--- config.mk ---
export PLATFORM = sky130hd
export DESIGN_NAME = unpacked_array_serializer
export DESIGN_NICKNAME = d
export VERILOG_FILES = /design/src/rtl/unpacked_array_serializer.sv
export SDC_FILE = /design/constraint.sdc
export NUM_CORES = 1
export LEC_CHECK = 0
export BUFFER_PORTS_ARGS = -buffer_cell sky130_fd_sc_hd__buf_4
export CORE_MARGIN = 10
export CORE_UTILIZATION = 55
export DETAILED_ROUTE_END_ITERATION = 10
export GPL_ROUTABILITY_DRIVEN = 0
export PLACE_DENSITY = 0.9
export SKIP_LAST_GASP = 1
export SYNTH_ARGS = -nofsm -noshare
export SYNTH_HDL_FRONTEND = slang
export SYNTH_SLANG_ARGS = --single-unit
--- constraint.sdc ---
create_clock -name clock -period 4.3 [get_ports clock]
set_clock_uncertainty 0.15 [all_clocks]
set_input_delay 0.86 -clock clock [delete_from_list [all_inputs] [get_ports clock]]
set_output_delay 0.86 -clock clock [all_outputs]
set_load 0.05 [all_outputs]
--- src/rtl/unpacked_array_serializer.sv ---
// Unloads an M-entry unpacked array of W-bit words as a valid/ready word stream.
// Buffer, index and FSM state are held in three voted copies; outputs are registered.
module unpacked_array_serializer #(
  parameter int unsigned M  = 4,
  parameter int unsigned W  = 8,
  parameter int unsigned IW = (M > 1) ? $clog2(M) : 1
) (
  input  logic          clock,
  input  logic          reset,
  input  logic          d_valid,
  output logic          d_ready,
  input  logic [W-1:0]  d [0:M-1],
  input  logic          flush,
  output logic          q_valid,
  input  logic          q_ready,
  output logic [W-1:0]  q,
  output logic [IW-1:0] q_idx,
  output logic          q_last
);

  typedef enum logic {StIdle, StSend} state_e;

  localparam int unsigned   NumCopies = 3;
  localparam logic [IW-1:0] LastIdx   = IW'(M - 1);

  // Triplicated state
  state_e        state_q [NumCopies];
  logic [IW-1:0] idx_q   [NumCopies];
  logic [W-1:0]  buf_q   [NumCopies][M];

  // Voted view and next state (shared by all copies, so a single upset is scrubbed)
  state_e        state_v, state_d;
  logic [IW-1:0] idx_v, idx_d;
  logic [W-1:0]  buf_v [M];
  logic [W-1:0]  buf_d [M];

  // Registered outputs
  logic          d_ready_q, d_ready_d;
  logic          q_valid_q, q_valid_d;
  logic [W-1:0]  q_q, q_d;
  logic [IW-1:0] q_idx_q, q_idx_d;
  logic          q_last_q, q_last_d;

  logic accept;

  function automatic logic [W-1:0] vote_word(input logic [W-1:0] a, input logic [W-1:0] b,
                                             input logic [W-1:0] c);
    return (a & b) | (a & c) | (b & c);
  endfunction

  function automatic logic [IW-1:0] vote_idx(input logic [IW-1:0] a, input logic [IW-1:0] b,
                                             input logic [IW-1:0] c);
    return (a & b) | (a & c) | (b & c);
  endfunction

  always_comb begin
    state_v = state_e'((state_q[0] & state_q[1]) | (state_q[0] & state_q[2]) |
                       (state_q[1] & state_q[2]));
    idx_v   = vote_idx(idx_q[0], idx_q[1], idx_q[2]);
    for (int i = 0; i < int'(M); i++) begin
      buf_v[i] = vote_word(buf_q[0][i], buf_q[1][i], buf_q[2][i]);
    end
  end

  always_comb begin
    state_d = state_v;
    idx_d   = idx_v;
    buf_d   = buf_v;
    accept  = (state_v == StSend) && q_ready;
    unique case (state_v)
      StIdle: begin
        if (d_valid) begin
          state_d = StSend;
          idx_d   = '0;
          buf_d   = d;
        end
      end
      StSend: begin
        if (accept) begin
          if (idx_v == LastIdx) begin
            state_d = StIdle;
            idx_d   = '0;
          end else begin
            idx_d = idx_v + IW'(1);
          end
        end
        // A beat accepted alongside flush still counts; the rest is dropped.
        if (flush) begin
          state_d = StIdle;
          idx_d   = '0;
        end
      end
      default: begin
        state_d = StIdle;
        idx_d   = '0;
      end
    endcase

    d_ready_d = (state_d == StIdle);
    q_valid_d = (state_d == StSend);
    q_d       = buf_d[idx_d];
    q_idx_d   = idx_d;
    q_last_d  = (idx_d == LastIdx);
  end

  always_ff @(posedge clock) begin
    if (reset) begin
      for (int c = 0; c < int'(NumCopies); c++) begin
        state_q[c] <= StIdle;
        idx_q[c]   <= '0;
        for (int i = 0; i < int'(M); i++) begin
          buf_q[c][i] <= '0;
        end
      end
      d_ready_q <= 1'b1;
      q_valid_q <= 1'b0;
      q_q       <= '0;
      q_idx_q   <= '0;
      q_last_q  <= (M == 1);
    end else begin
      for (int c = 0; c < int'(NumCopies); c++) begin
        state_q[c] <= state_d;
        idx_q[c]   <= idx_d;
        buf_q[c]   <= buf_d;
      end
      d_ready_q <= d_ready_d;
      q_valid_q <= q_valid_d;
      q_q       <= q_d;
      q_idx_q   <= q_idx_d;
      q_last_q  <= q_last_d;
    end
  end

  assign d_ready = d_ready_q;
  assign q_valid = q_valid_q;
  assign q       = q_q;
  assign q_idx   = q_idx_q;
  assign q_last  = q_last_q;

endmodule

==> impl_results.md, run 1 <==
- Synth top cells by count: nand2_1 (64), dfxtp_1 (45), a21oi_1 (33)
- Setup tns final: 0 ns
- First-pass GRT wire length: 7.34 mm
- Max-slew headroom: 0.296
- Footprint of the multi-input gates: 890 um2
- Row count: 21
- Mapped Area: 0.00188 mm2
- Clock Pin Slew Worst Setup and Hold Paths: 0.11 ns
- Layout Nets: 306
- Gr ovfl total: 0
- Tcrit/Tclk final: 0.518
- Routed vias: 1711
- Measured slew at the worst slew-check pin: 1.06 ns
- Syn avg cell area: 8.27 um2
- Antenna fix cells: 0
- WP data arrival: 2.37 ns
- Storage element area: 901 um2
- Synthesized Nets: 265
- Gr usage total: 0.145
- Max Slew Vio Count: 0
- Die ar.: 0.00615 mm2
- Fmax: 0.449 GHz
- VDD IR max: 213 uV
- WL final: 4.64 mm
- Reg power frac: 0.566
- Async SR Flop Fraction: 0
- Fin. Hold Viols: 0
- Most frequent cell after synthesis: nand2_1
- Worst Slack Setup Final: 2.07 ns
- Initial Util: 0.567
- Io pins: 50
- Crit end category: register
- Power share of the clock group: 0.251
- Core area: 0.00331 mm2
- Netlist cell types: 32
- Synth warnings: 0
- Reg2Reg Setup Slack: 2.16 ns
- Area Growth Syn to Fin: 22.4%
- Critical Path Source Type: input port
- Post-Synthesis Cells: 227
- Total setup buffers inserted after CTS: 0
- CTS Sinks: 45
- Num CTS Buffers: 5
- WL per Instance: 14.8 um
- Clock Path Buffers: 2
- Comb pwr share: 0.182
- EDFF count, synth: 0
- Die Y-Extent: 78.4 um
- MaxCap Viol Count: 0
- # setup viols final: 0
- CTS tree: built
- Tightest Hold Check Type: register to register
- Resize count post-CTS: 0
- Routed Antenna Nets: 0
- DRC Markers: 0
- Hold Path Origin: buf_q[0][83]
- Internal power: 0.580 mW
- CTS H-tree depth: 2
- Pre-Repair DR Iteration Count: 4
- Hold_buf cts: 0
- Sw Ratio: 0.279
- Yosys top cell area share: 0.480
- P_leak: 0.931 nW
- Vias in the first global route: 1589
- Initial antenna violation count: 0
- Cell taking the most area after synthesis: dfxtp_1
- Dpl hpwl: 3.25 mm
- Seq/Total Area, Yosys: 0.480
- Root buf cell: clkbuf_4
- Starting DRT DRC Count: 115
- Place WS: 1.75 ns
- Clock latency on the worst-skew pair: 0.36 ns
- FF-to-FF Start: q_idx[0]
- Crit path from: flush
- P per Cell Area: 350 mW/mm2
- Status: finished clean
- Top area cells in the synthesized netlist: dfxtp_1 (48%), nand2_1 (13%), a21oi_1 (8.8%)
- Worst Path Max Fanout: 8
- # port buffers: 49
- Share of layout cells above drive strength 1: 0.250
- Fill cells: 294
- #FFs+latches synth: 45
- Largest net degree at the start of global routing: 38
- Switch Pwr: 0.225 mW
- Minimum clock period: 2.23 ns
- RSZ-0062 raised after global routing: no
- Critical Path RT: 4.44 ns
- CP Class: input port to register
- Main synth FF type: dfxtp_1
- Post-DR vias/cell: 5.45
- Die width: 78.4 um
metal layers:
metal  global-route usage  routed length [um]  vias up
met2                0.243                2360       52
li1                     -                   -      855
met1                0.165                1900      799
met4               0.0412                  54        0
met5                    0                   0        -
met3               0.0592                 332        5
placed cells by master, fill, tap and decap left out:
| cell type | count |
|---|---|
| a211oi_1 | 4 |
| a211oi_2 | 3 |
| a21oi_1 | 33 |
| a21oi_2 | 1 |
| a311o_1 | 1 |
| and2_1 | 1 |
| and2b_1 | 1 |
| buf_4 | 52 |
| clkbuf_1 | 1 |
| clkbuf_4 | 5 |
| clkbuf_8 | 1 |
| dfxtp_1 | 45 |
| ha_1 | 1 |
| inv_1 | 1 |
| mux2i_1 | 3 |
| nand2_1 | 64 |
| nand2b_1 | 1 |
| nand2b_2 | 1 |
| nor2_1 | 5 |
| nor2_4 | 1 |
| nor2b_1 | 1 |
| nor3_1 | 8 |
| nor3b_1 | 1 |
| nor4b_4 | 1 |
| o21a_1 | 8 |
| o21ai_0 | 7 |
| o21bai_1 | 7 |
| o22ai_1 | 7 |
| o2bb2ai_2 | 1 |
| or2_0 | 1 |
| or2_2 | 1 |
power groups by stage:
stage | Combinational, mW | Clock (mW) | Sequential (mW)
global route | 0.160 | 0.222 | 0.458
global placement | 0.143 | 0 | 0.465
CTS | 0.147 | 0.205 | 0.456
finish | 0.147 | 0.202 | 0.456
floorplan | 0.0684 | 0 | 0.488
detailed placement | 0.146 | 0 | 0.465
layout make-up:
class / count / share of cell area
flip-flops and latches: 45 / 0.392
multi-input cells: 163 / 0.387
repair buffers: 52 / 0.170
well taps: 46 / 0.0251
clock buffers: 7 / 0.0240
inverters: 1 / 0.00163
kinds of logic (layout without fill, tap and decap cells):
logic type      after synthesis  in the layout  share of synthesized area
compound gates               72             72                      0.244
fa+ha+maj                     1              1                    0.00667
simple gates                 87             87                      0.207
mux                           3              3                     0.0160
buf+inv                      19             60                     0.0460
flops                        45             45                      0.480
sequential cells by signal (all words and copies together) (netlist names):
register,count
buf_q,32
q_last,1
state_q,1
d_ready,1
q_idx,1
idx_q,1
q,8
metrics by stage:
step	utilization	total power, mW	cell area, um2	hold slack, ns	instances
floorplan	-	0.556	1880	0.283	227
global placement	0.677	0.608	2240	0.295	307
finish	0.694	0.804	2300	0.313	314
global route	0.694	0.840	2300	0.331	314
CTS	0.694	0.808	2300	0.313	314
detailed placement	0.677	0.611	2240	0.297	307
worst max-delay path, stage by stage:
cell and delay (ns):
buf_4 0.11, nand2b_2 0.21, o2bb2ai_2 0.29, nor2b_1 0.50, o21ai_0 0.19, o22ai_1 0.20
path summary, 6_finish.rpt:
kind | to | cells past startpoint
worst min-delay path | buf_q[0][83] | 2
worst max-delay path | q[5] | 6
worst min register to register | buf_q[0][83] | 2
worst max register to register | q[5] | 6
Power figures use the tool's default switching activity.
==> run 2, diff against run 1 <==
CORE_UTILIZATION = 51   (was 55)
PLACE_DENSITY = 0.85   (was 0.9)
clock period = 2.2 ns   (was 4.3 ns; I/O delays follow)
==> run 2 against run 1 <==
Compared with the run above: non-clock buffer count grew 2; via count shrank 2.6%; highest routed layer unchanged; first-iteration DRC count shrank 27%; setup slack lost 1.8 ns; sequential share of layout area shrank 0.88 points.
==> impl_results.md, run 2 (synthesis gave the netlist of run 1 again) <==
- Status: finished clean
- Comb pwr share: 0.174 (-0.008)
- Initial antenna violation count: 0 (unchanged)
- Hold Path End: buf_q[0][68]
- DRC Markers: 0 (unchanged)
- Initial Util: 0.545 (-0.0216)
- Largest net degree at the start of global routing: 48 (+26%)
- CP Class: register to register
- Highest-count cells in the layout ignoring fill and taps: nand2_1 (64), buf_4 (53), dfxtp_1 (45)
- WL final: 4.47 mm (-3.8%)
- Die ar.: 0.00651 mm2 (+5.8%)
- WL per Instance: 14.1 um (-4.7%)
- Minimum clock period: 1.93 ns
- Hold Crit Depth: 3 (+1)
- Dpl hpwl: 3.28 mm (+1.0%)
- Tcrit/Tclk final: 0.878
- Reg with most FFs: buf_q
- Fin. Hold Viols: 0 (unchanged)
- Io pins: 50 (unchanged)
- Critical Path Source Type: register
- Share of layout cells above drive strength 1: 0.251 (+0.000923)
- Tightest Hold Check Type: input port to register
- Hold_buf cts: 0 (unchanged)
- Clock latency on the worst-skew pair: 0.29 ns (-0.07 ns)
- Largest register FFs: 32 (unchanged)
- Fin area: 0.00235 mm2 (+2.3%)
- Reg-to-reg endpoint: q[5]
- Fill cells: 306 (+4.1%)
- P_leak: 0.954 nW (+2.4%)
- Starting DRT DRC Count: 84 (-27%)
- Max Slew Vio Count: 0 (unchanged)
- Die Y-Extent: 80.7 um (+2.9%)
- Critical Path RT: 2.26 ns (-2.18 ns)
- WP data arrival: 1.99 ns (-0.38 ns)
- Area after DPL: 0.00227 mm2 (+1.2%)
- Num CTS Buffers: 5 (unchanged)
- Gr usage total: 0.136 (-0.00852)
- Hold Path Origin: d[4]
- Power share of the clock group: 0.288 (+0.037)
- MaxCap Viol Count: 0 (unchanged)
- RSZ-0062 raised after global routing: no
- Die width: 80.7 um (+2.9%)
- Routed Antenna Nets: 0 (unchanged)
- FF-to-FF Start: q_idx[0]
- P per Cell Area: 703 mW/mm2 (+100%)
- Internal power: 1.21 mW (+110%)
- Pre-Repair DR Iteration Count: 4 (unchanged)
- Fmax: 0.518 GHz
- Post-DR vias/cell: 5.26 (-3.6%)
- Commonest non-fill, non-tap cell in the layout: nand2_1
- Measured slew at the worst slew-check pin: 0.386 ns (-0.670 ns)
- Sw Ratio: 0.268 (-0.0118)
- Gr ovfl total: 0 (unchanged)
- CTS Sinks: 45 (unchanged)
- # port buffers: 49 (unchanged)
- Storage element area: 901 um2 (unchanged)
- Clock Pin Slew Worst Setup and Hold Paths: 0.08 ns (-0.03 ns)
- CTS tree: built
- # setup viols final: 0 (unchanged)
- First-pass GRT wire length: 7.20 mm (-1.9%)
- Total setup buffers inserted after CTS: 0 (unchanged)
- Area Growth Syn to Fin: 25.2%
- Footprint of the multi-input gates: 890 um2 (unchanged)
- Setup tns final: 0 ns (unchanged)
- Core area: 0.00344 mm2 (+4.0%)
- Worst Path Max Fanout: 7 (-1)
- Resize count post-CTS: 0 (unchanged)
- Vias in the first global route: 1645 (+3.5%)
- Layout Nets: 308 (+0.65%)
- Row count: 21 (unchanged)
- Max-slew headroom: 0.743 (+0.447)
- Routed vias: 1666 (-2.6%)
- Reg power frac: 0.539 (-0.027)
- Crit end category: register
- Reg2Reg Setup Slack: 0.27 ns (-1.89 ns)
- Switch Pwr: 0.442 mW (+97%)
- Antenna fix cells: 0 (unchanged)
- VDD IR max: 437 uV (+110%)
- Root buf cell: clkbuf_8
- Clock Path Buffers: 2 (unchanged)
- Reg2reg path depth: 6 (unchanged)
- CTS H-tree depth: 2 (unchanged)
[run 2: changes by cell type in the layout (fill, tap and decap cells not counted)]
cell | before | now
clkbuf_1 | 1 | 3
clkbuf_8 | 1 | 5
buf_12 | 0 | 1
buf_4 | 52 | 53
clkbuf_4 | 5 | 0
[run 2: final cells by class]
type,count,area share
repair buffers,54,0.178
flip-flops and latches,45,0.383
multi-input cells,163,0.379
clock buffers,8,0.0341
well taps,46,0.0245
inverters,1,0.00160
[run 2: metrics by stage]
step | hold slack (ns) | util | power [mW] | std cells | worst slack, ns
2_1_floorplan | 0.283 | - | 1.09 | 227 | 0.0981
3_3_place_gp | 0.292 | 0.659 | 1.19 | 309 | 0.286
3_5_place_dp | 0.299 | 0.659 | 1.20 | 309 | 0.275
4_1_cts | 0.236 | 0.683 | 1.66 | 317 | 0.287
5_1_grt | 0.242 | 0.683 | 1.72 | 317 | 0.129
6_report | 0.239 | 0.683 | 1.65 | 317 | 0.269
[run 2: power groups by stage]
| stage | Combinational [mW] | Sequential (mW) | Clock [mW] |
|---|---|---|---|
| after global routing | 0.316 | 0.894 | 0.513 |
| final | 0.287 | 0.890 | 0.476 |
| after floorplan | 0.134 | 0.953 | 0 |
| after CTS | 0.290 | 0.890 | 0.484 |
| after detailed placement | 0.289 | 0.909 | 0 |
| after global placement | 0.285 | 0.909 | 0 |
[run 2: worst max path at each step]
stage / end / from / cells after the start / slack [ns]
detailed placement: q[5] / flush / 6 / 0.27
floorplan: q[0] / q_idx[0] / 6 / 0.1
global route: q[6] / q_idx[0] / 6 / 0.13
global placement: q[3] / flush / 6 / 0.29
finish: q[5] / q_idx[0] / 6 / 0.27
CTS: q[5] / q_idx[0] / 6 / 0.29
[run 2: critical path, cell delays in order, from the launching register on]
cell,delay [ns]
dfxtp_1,0.43
ha_1,0.27
mux2i_1,0.20
o2bb2ai_2,0.13
or2_0,0.35
o21bai_1,0.22
o22ai_1,0.11
[run 2: layer usage]
layer  GRT usage  up-vias  routed length, um
met5           0        -                  0
met4      0.0484        0                 61
met3      0.0579        6                374
met2       0.236       46               2270
met1       0.144      753               1760
li1            -      861                  -
